--- config.mk ---
export PLATFORM = sky130hd
export DESIGN_NAME = uart_tx_frame_arbiter
export DESIGN_NICKNAME = d
export VERILOG_FILES = /design/src/rtl/uart_tx_frame_arbiter_pkg.sv /design/src/rtl/uart_tx_frame_arbiter_rr_arb2.sv /design/src/rtl/uart_tx_frame_arbiter.sv
export SDC_FILE = /design/constraint.sdc
export NUM_CORES = 1
export LEC_CHECK = 0
export BUFFER_PORTS_ARGS = -buffer_cell sky130_fd_sc_hd__buf_2
export CAP_MARGIN = 20
export CORE_UTILIZATION = 29
export DETAILED_ROUTE_END_ITERATION = 6
export GPL_ROUTABILITY_DRIVEN = 0
export GPL_TIMING_DRIVEN = 1
export PLACE_DENSITY = 0.54
export SYNTH_ARGS = -nofsm -noshare
export SYNTH_HDL_FRONTEND = slang
export SYNTH_SLANG_ARGS = --single-unit
export TNS_END_PERCENT = 50
--- constraint.sdc ---
create_clock -name clk -period 6.2 [get_ports clk]
set_input_delay 0 -clock clk [delete_from_list [all_inputs] [get_ports clk]]
set_output_delay 0 -clock clk [all_outputs]
set_load 0.02 [all_outputs]
--- src/rtl/uart_tx_frame_arbiter_pkg.sv ---
// uart_tx_frame_arbiter_pkg
//   Shared definitions for the UART TX frame arbiter: FSM state encoding,
//   parameter defaults and a saturating counter helper.
package uart_tx_frame_arbiter_pkg;

  // Frame FSM states.
  typedef enum logic [1:0] {
    ST_IDLE = 2'd0,
    ST_SEND = 2'd1,
    ST_WAIT = 2'd2
  } state_e;

  // Default frame length: one 32-bit found-nonce word.
  localparam int FRAME_BYTES_DEF   = 4;
  // Default mid-frame stall limit before a frame is dropped.
  localparam int STALL_TIMEOUT_DEF = 1000000;
  // Default stall counter width; must cover STALL_TIMEOUT.
  localparam int CNT_W_DEF         = 20;

  // 8-bit increment that sticks at 255.
  function automatic logic [7:0] sat_inc8(input logic [7:0] v);
    return (v == 8'hFF) ? v : v + 8'd1;
  endfunction

endpackage

--- src/rtl/uart_tx_frame_arbiter_rr_arb2.sv ---
// uart_tx_frame_arbiter_rr_arb2
//   Two-requester round-robin picker (rr_arb2). The winner is combinational
//   from req and the registered last owner; the last owner register is
//   updated only when the caller commits a grant.
// Ports:
//   clk, reset   : system clock, synchronous active-high reset
//   req[1:0]     : request per source (bit 0 = source 0)
//   update       : commit the current winner as the new last owner
//   winner[1:0]  : one-hot winner, 00 when nobody requests
module uart_tx_frame_arbiter_rr_arb2 (
  input  logic       clk,
  input  logic       reset,
  input  logic [1:0] req,
  input  logic       update,
  output logic [1:0] winner
);

  // 0 = source 0 owned last, 1 = source 1 owned last.
  logic last_owner_q;
  logic last_owner_d;

  always_comb begin
    winner = 2'b00;
    case (req)
      2'b01:   winner = 2'b01;
      2'b10:   winner = 2'b10;
      // On a tie the source that did not own last goes first.
      2'b11:   winner = last_owner_q ? 2'b01 : 2'b10;
      default: winner = 2'b00;
    endcase

    last_owner_d = last_owner_q;
    if (update && (winner != 2'b00)) begin
      last_owner_d = winner[1];
    end
  end

  // Reset to "source 1 owned last" so source 0 wins the first tie.
  always_ff @(posedge clk) begin
    if (reset) begin
      last_owner_q <= 1'b1;
    end else begin
      last_owner_q <= last_owner_d;
    end
  end

endmodule

--- src/rtl/uart_tx_frame_arbiter.sv ---
// uart_tx_frame_arbiter
//   Shares one UART transmitter between two byte-stream frame sources.
//   Whole frames of FRAME_BYTES bytes are granted round-robin; a granted
//   source that stalls mid-frame for STALL_TIMEOUT serializer-idle cycles
//   loses its frame so a dead link cannot lock out the other source.
// Ports:
//   clk, reset          : system clock, synchronous active-high reset
//   s0_data/valid/ready : local result source (source 0)
//   s1_data/valid/ready : forwarded slave source (source 1)
//   tx_data, tx_start   : byte and one-cycle start pulse to the serializer
//   tx_busy             : serializer busy, rises the cycle after tx_start
//   grant[1:0]          : one-hot current owner, 00 when idle
//   frame_abort         : one-cycle pulse when a frame is timed out
//   abort_count[7:0]    : saturating count of aborted frames
//   state_dbg[1:0]      : current FSM state (state_e encoding)
//
// Handshake: a source byte moves when sN_valid and sN_ready are both high at
// a rising clk edge. sN_valid doubles as the frame request while idle. Ready
// is combinational, only for the owner, only in SEND with tx_busy low, and
// never depends on valid. A source must hold data stable until accepted.
module uart_tx_frame_arbiter
  import uart_tx_frame_arbiter_pkg::*;
#(
  parameter int FRAME_BYTES   = FRAME_BYTES_DEF,
  parameter int STALL_TIMEOUT = STALL_TIMEOUT_DEF,
  parameter int CNT_W         = CNT_W_DEF
) (
  input  logic       clk,
  input  logic       reset,
  input  logic [7:0] s0_data,
  input  logic       s0_valid,
  output logic       s0_ready,
  input  logic [7:0] s1_data,
  input  logic       s1_valid,
  output logic       s1_ready,
  output logic [7:0] tx_data,
  output logic       tx_start,
  input  logic       tx_busy,
  output logic [1:0] grant,
  output logic       frame_abort,
  output logic [7:0] abort_count,
  output logic [1:0] state_dbg
);

  localparam logic [7:0]       FRAME_LEN  = 8'(FRAME_BYTES);
  // Abort fires on the cycle that would bring the count to STALL_TIMEOUT.
  localparam logic [CNT_W-1:0] STALL_LAST = CNT_W'(STALL_TIMEOUT - 1);

  state_e           state_q,       state_d;
  logic [1:0]       grant_q,       grant_d;
  logic [7:0]       tx_data_q,     tx_data_d;
  logic             tx_start_q,    tx_start_d;
  logic             frame_abort_q, frame_abort_d;
  logic [7:0]       abort_count_q, abort_count_d;
  logic [7:0]       byte_cnt_q,    byte_cnt_d;
  logic [CNT_W-1:0] stall_q,       stall_d;

  logic [1:0] arb_winner;
  logic       arb_take;
  logic       send_ready;
  logic       owner_valid;
  logic [7:0] owner_data;
  logic       accept;

  uart_tx_frame_arbiter_rr_arb2 u_rr_arb2 (
    .clk    (clk),
    .reset  (reset),
    .req    ({s1_valid, s0_valid}),
    .update (arb_take),
    .winner (arb_winner)
  );

  // Ready gating on tx_busy also holds off the first byte of a back-to-back
  // frame until the previous frame's last byte has finished shifting.
  assign send_ready  = (state_q == ST_SEND) && !tx_busy;
  assign s0_ready    = send_ready && grant_q[0];
  assign s1_ready    = send_ready && grant_q[1];
  assign owner_valid = grant_q[1] ? s1_valid : s0_valid;
  assign owner_data  = grant_q[1] ? s1_data  : s0_data;
  assign accept      = send_ready && owner_valid;

  always_comb begin
    state_d       = state_q;
    grant_d       = grant_q;
    tx_data_d     = tx_data_q;
    tx_start_d    = 1'b0;
    frame_abort_d = 1'b0;
    abort_count_d = abort_count_q;
    byte_cnt_d    = byte_cnt_q;
    stall_d       = stall_q;
    arb_take      = 1'b0;

    case (state_q)
      ST_IDLE: begin
        // No byte moves in the grant cycle; ready is low outside SEND.
        if (arb_winner != 2'b00) begin
          grant_d    = arb_winner;
          arb_take   = 1'b1;
          byte_cnt_d = 8'd0;
          stall_d    = '0;
          state_d    = ST_SEND;
        end
      end

      ST_SEND: begin
        if (accept) begin
          tx_data_d  = owner_data;
          tx_start_d = 1'b1;
          byte_cnt_d = byte_cnt_q + 8'd1;
          stall_d    = '0;
          state_d    = ST_WAIT;
        end else if (!owner_valid && !tx_busy) begin
          // Only serializer-idle cycles count as a source stall.
          if (stall_q == STALL_LAST) begin
            frame_abort_d = 1'b1;
            abort_count_d = sat_inc8(abort_count_q);
            grant_d       = 2'b00;
            stall_d       = '0;
            state_d       = ST_IDLE;
          end else begin
            stall_d = stall_q + CNT_W'(1);
          end
        end
      end

      ST_WAIT: begin
        // One dead cycle so tx_busy is visible before ready can rise again.
        if (byte_cnt_q == FRAME_LEN) begin
          grant_d = 2'b00;
          state_d = ST_IDLE;
        end else begin
          state_d = ST_SEND;
        end
      end

      default: begin
        grant_d = 2'b00;
        state_d = ST_IDLE;
      end
    endcase
  end

  always_ff @(posedge clk) begin
    if (reset) begin
      state_q       <= ST_IDLE;
      grant_q       <= 2'b00;
      tx_data_q     <= 8'd0;
      tx_start_q    <= 1'b0;
      frame_abort_q <= 1'b0;
      abort_count_q <= 8'd0;
      byte_cnt_q    <= 8'd0;
      stall_q       <= '0;
    end else begin
      state_q       <= state_d;
      grant_q       <= grant_d;
      tx_data_q     <= tx_data_d;
      tx_start_q    <= tx_start_d;
      frame_abort_q <= frame_abort_d;
      abort_count_q <= abort_count_d;
      byte_cnt_q    <= byte_cnt_d;
      stall_q       <= stall_d;
    end
  end

  assign grant       = grant_q;
  assign tx_data     = tx_data_q;
  assign tx_start    = tx_start_q;
  assign frame_abort = frame_abort_q;
  assign abort_count = abort_count_q;
  assign state_dbg   = state_q;

endmodule

Yosys cells after proc, flatten, opt, wreduce, memory -nomap -nowiden
Cells that the tools add are included.

Output and inout port bits: 24. Bits of input ports: 21. Bits in registers: 51.

Equal/unequal tests: 16. Reductions and logical operators: 19. $add $sub $neg: 3. Bitwise operators: 4. Muxes and demuxes: 26.

Operators by type and width (count): $mux W20 (4); $pmux W20 S2 (1); $mux W8 (3); $add A20 B1 Y20 const B (1); $eq A20 B20 Y1 const B (1); $pmux W2 S3 (3); $add A8 B1 Y8 const B (2); $mux W2 (8); $pmux W8 S2 (1); $reduce_and A5 Y1 (2); $reduce_and A3 Y1 (3); $eq A8 B3 Y1 const B (1); $eq A8 B8 Y1 const B (1); $ne A2 B2 Y1 const B (4); $eq A2 B2 Y1 const B (3); $logic_and A1 B1 Y1 (6); $mux W1 (6); $ne A3 B2 Y1 const B (2); $eq A2 B1 Y1 const B (2); $ne A2 B1 Y1 const B (2); $not A1 Y1 (4); $reduce_bool A2 Y1 (2); $reduce_or A4 Y1 (1); $logic_not A1 Y1 (2); 3 further kinds (3).

Logic depth before layout (Yosys ltp)
Word-level depth: 6. Gate-level depth with buffers: 7. Depth with buffers taken out: 7.

Modules after synthesis
From an unflattened synthesis, not the netlist that was laid out.

Cells, all modules: 285. Area, all modules: 2482.4 um2.

By module, submodules not included: uart_tx_frame_arbiter (instances 1, cells an instance 278, seq. area each 1001.0 um2, area each 2421.1 um2); uart_tx_frame_arbiter_rr_arb2 (instances 1, cells an instance 7, seq. area each 20.0 um2, area each 61.3 um2).

Least setup slack after synthesis
No wires, ideal clock.

Path kind: flip-flop to flip-flop. Start: register stall_q[8]. End: register abort_count_q[5], in the netlist abort_count[5]. Arrival: 2.069 ns. Path slack: 4.060 ns. Path buffers: 1. Stages on the path, launching flop included: 7. Data required time: 6.129 ns. Library setup time: 0.071 ns. Cells stage by stage: dfxtp_1 > buf_2 > or4b_1 > nor4_4 > nand4_2 > or4_1 > a21oi_1.

Word-level cells in the longest chain between the ends: 2.

Ends and longest elaborated chain: start, declared (RTL line uart_tx_frame_arbiter.sv:56) `logic [CNT_W-1:0] stall_q, stall_d;`; start signal, assigned (RTL line uart_tx_frame_arbiter.sv:161) `stall_q <= stall_d;`; $eq A20 B20 Y1 (RTL line uart_tx_frame_arbiter.sv:114) `if (stall_q == STALL_LAST) begin`; $reduce_and A5 Y1 (no source line); end signal, assigned (RTL line uart_tx_frame_arbiter.sv:159) `abort_count_q <= abort_count_d;`; end, declared (RTL line uart_tx_frame_arbiter.sv:54) `logic [7:0] abort_count_q, abort_count_d;`.

Every way passes these cells. A chain may end at the register's enable or synchronous reset.

Final worst setup path
Start: register grant_q[1], in the netlist grant[1]. End: register stall_q[16].

Word-level cells in the longest chain between the ends: 5. Elaborated cells between the ends (all ways): 8.

Ends and longest elaborated chain: start, declared (RTL line uart_tx_frame_arbiter.sv:50) `logic [1:0] grant_q, grant_d;`; start signal, assigned (RTL line uart_tx_frame_arbiter.sv:155) `grant_q <= grant_d;`; $mux W1 (*) (RTL line uart_tx_frame_arbiter.sv:78) `assign owner_valid = grant_q[1] ? s1_valid : s0_valid;`; $logic_not A1 Y1 (RTL line uart_tx_frame_arbiter.sv:112) `end else if (!owner_valid && !tx_busy) begin`; $logic_and A1 B1 Y1 (RTL line uart_tx_frame_arbiter.sv:112); $ne A3 B2 Y1 (no source line); $reduce_and A3 Y1 (no source line).

Mark *: on every way between the ends. The rest lies on a longest branch, timed or not.

==> metrics.csv <==
metric,value,unit
cts_buffer_depth,2,
clock-root-buffer,clkbuf_8,
drtAntennaViolNets,0,
worst_skew_pair.late_latency,0.30,ns
postCtsSetupBuffers,0,
die_w,96.4,um
post-route-util,0.348,
ys_types,49,
slew_headroom,0.297,
num_vias,2310,
grt_pass1_vias,2034,
core,8680,sq um
fillers,934,
setup_viol,0,
syn_to_final_growth,17.1,%
detailed_place_hpwl,4040,um
crit_fanout,12,
synth_cells,308,
wl,5840,um
synth_seq_cells,51,
ys_seq_area_frac,0.395,
required,6.44,ns
grt_pass1_wl,9440,um
drv_cap,0,
synth-main-ff-cell,dfxtp_1,
fin_crit_sh,0.471,
numCtsBuffers,5,
row_count,34,
numPortBuffers,44,
ff_latch_area,1020,sq um
finalSetupTns,0,ns
design.die.area,9290,sq um
leakage,0.00105,uW
slew_viol_final,0,
layout_commonest_cell,dfxtp_1,
cts_tree,yes,
grt_max_degree,37,
start_util,0.298,
antenna_found_initial,0,
overflow,0,
route.detailed.drc,0,
worstMarginPinSlew,1.05,ns
cp-start-kind,flop,
avgRoutedWirePerCell,12.8,um
clock_skew,0.00624,ns
worstSetupPathType,flop to flop,
critPathArrivalTime,3.16,ns
io_pins,45,
power.density,214,nW/um^2
fin_nets,373,
ys_warn_count,0,
diodes,0,
cts_resized,0,
cts.sinks,51,
die_h,96.4,um
post-place-ws,3.30,ns
max-vdd-ir-drop,83.3,uV
drt-pass1-iter-count,5,
rsz0062_at_grt,false,
multiInputGateArea,1480,sq um
grt_use_total,0.127,
final.min_clock_period,2.92,ns
synthArstFlopShare,0,
htreeDepth,2,
synth_edf_count,0,
syn_area,2580,sq um
report.power.total,646,uW
drive_above_1_share,0.181,
hold_viol_final,0,
worst_slack,3.28,ns
via_per_inst,5.05,
status,"finished, final reports clean",
most-common-layout-cells,"dfxtp_1 (51), buf_2 (44), nor2_1 (42)",
clk_pin_slew_worst_paths,0.09,ns
syn-num-nets,333,
synth.avg_cell_area,8.38,sq um
drtIter0Drc,178,
fmax,0.343,GHz
end_kind,flop,
min_path_type,input port to flop,
dp_cells,447,
stdcell_count,457,
==> sequential cells by signal (all words and copies together), names as in the netlist <==
| register | count |
|---|---|
| tx_data | 8 |
| grant | 2 |
| stall_q | 20 |
| state_dbg | 2 |
| abort_count | 8 |
| byte_cnt_q | 8 |
| tx_start | 1 |
| frame_abort | 1 |
| u_rr_arb2.last_owner_q | 1 |
==> cells in the mapped netlist, drive strengths merged, types with 3 or more instances <==
master / instances / share of area
a211oi: 11 / 0.032
a21oi: 15 / 0.029
a22oi: 3 / 0.0087
a31oi: 5 / 0.012
and4: 5 / 0.017
clkbuf: 11 / 0.016
dfxtp: 51 / 0.40
ha: 4 / 0.019
inv: 8 / 0.012
mux2i: 10 / 0.039
nand2: 26 / 0.038
nand2b: 5 / 0.012
nand3: 16 / 0.031
nand4: 5 / 0.015
nand4b: 3 / 0.010
nor2: 42 / 0.061
nor3: 12 / 0.023
nor3b: 4 / 0.012
nor4: 6 / 0.020
nor4b: 4 / 0.014
o21a: 3 / 0.0087
o21ai: 7 / 0.014
o31ai: 4 / 0.012
or2: 3 / 0.0073
or4: 3 / 0.0087
or4b: 3 / 0.013
xnor2: 14 / 0.047
==> power by group <==
part / internal (uW) / total [uW] / switching [uW]
logic: 25.5 / 67.2 / 41.7
clock network: 131 / 237 / 107
registers: 334 / 342 / 8.49
==> cells by family after synthesis <==
group	count (synthesis)	synth area share
and+or+nand+nor	146	0.304
AOI/OAI and AO/OA	60	0.157
DFF	51	0.395
buffers and inverters	21	0.0310
xor gates and xnor gates	16	0.0543
muxes	10	0.0388
adders and majority gates	4	0.0194
==> per-layer routing <==
layer  wire [um]  GRT usage  part of all wire  vias to the layer above
met3         185     0.0190             0.032                        8
met4          97     0.0466             0.017                        0
met5           0          0                 0                        -
met1        3010      0.170              0.51                     1061
li1            -          -                 -                     1197
met2        2550      0.205              0.44                       44
==> critical path, cell delays in order, from the launching register on <==
cell and delay [ns]:
dfxtp_1 0.69, mux2i_1 0.64, o21ai_0 0.32, a21oi_1 0.77, o21bai_2 0.27, nor2_1 0.17
==> repair_timing <==
| action | CTS | global route |
|---|---|---|
| endpoints found under the setup margin | 0 | 0 |
| hold endpoints to repair | 1 | 0 |
| hold buffers | 1 | 0 |
==> area by class of cell <==
| type | instances | share of cell area |
|---|---|---|
| multi-input combinational | 236 | 0.490 |
| sequential | 51 | 0.338 |
| timing repair buffer | 46 | 0.0786 |
| tap | 108 | 0.0447 |
| clock buffer | 6 | 0.0273 |
| clock inverter | 2 | 0.0116 |
| inverter | 8 | 0.00993 |
==> through the flow <==
| stage | hold slack, ns | instance area, sq um |
|---|---|---|
| floorplan | 0.154 | 2580 |
| global placement | 0.321 | 2890 |
| detailed placement | 0.318 | 2890 |
| CTS | 0.0120 | 3020 |
| global route | 0.0166 | 3020 |
| finish | 0.0176 | 3020 |
==> final timing paths <==
path,startpoint,endpoint,slack [ns],cells after the start
worst max-delay path,grant[1],stall_q[16],3.28,5
worst min-delay path,s1_valid,grant[1],0.02,2
worst max register to register,grant[1],stall_q[16],3.28,5
worst min register to register,stall_q[1],stall_q[1],0.49,2
(Power assumes the default switching activity.)
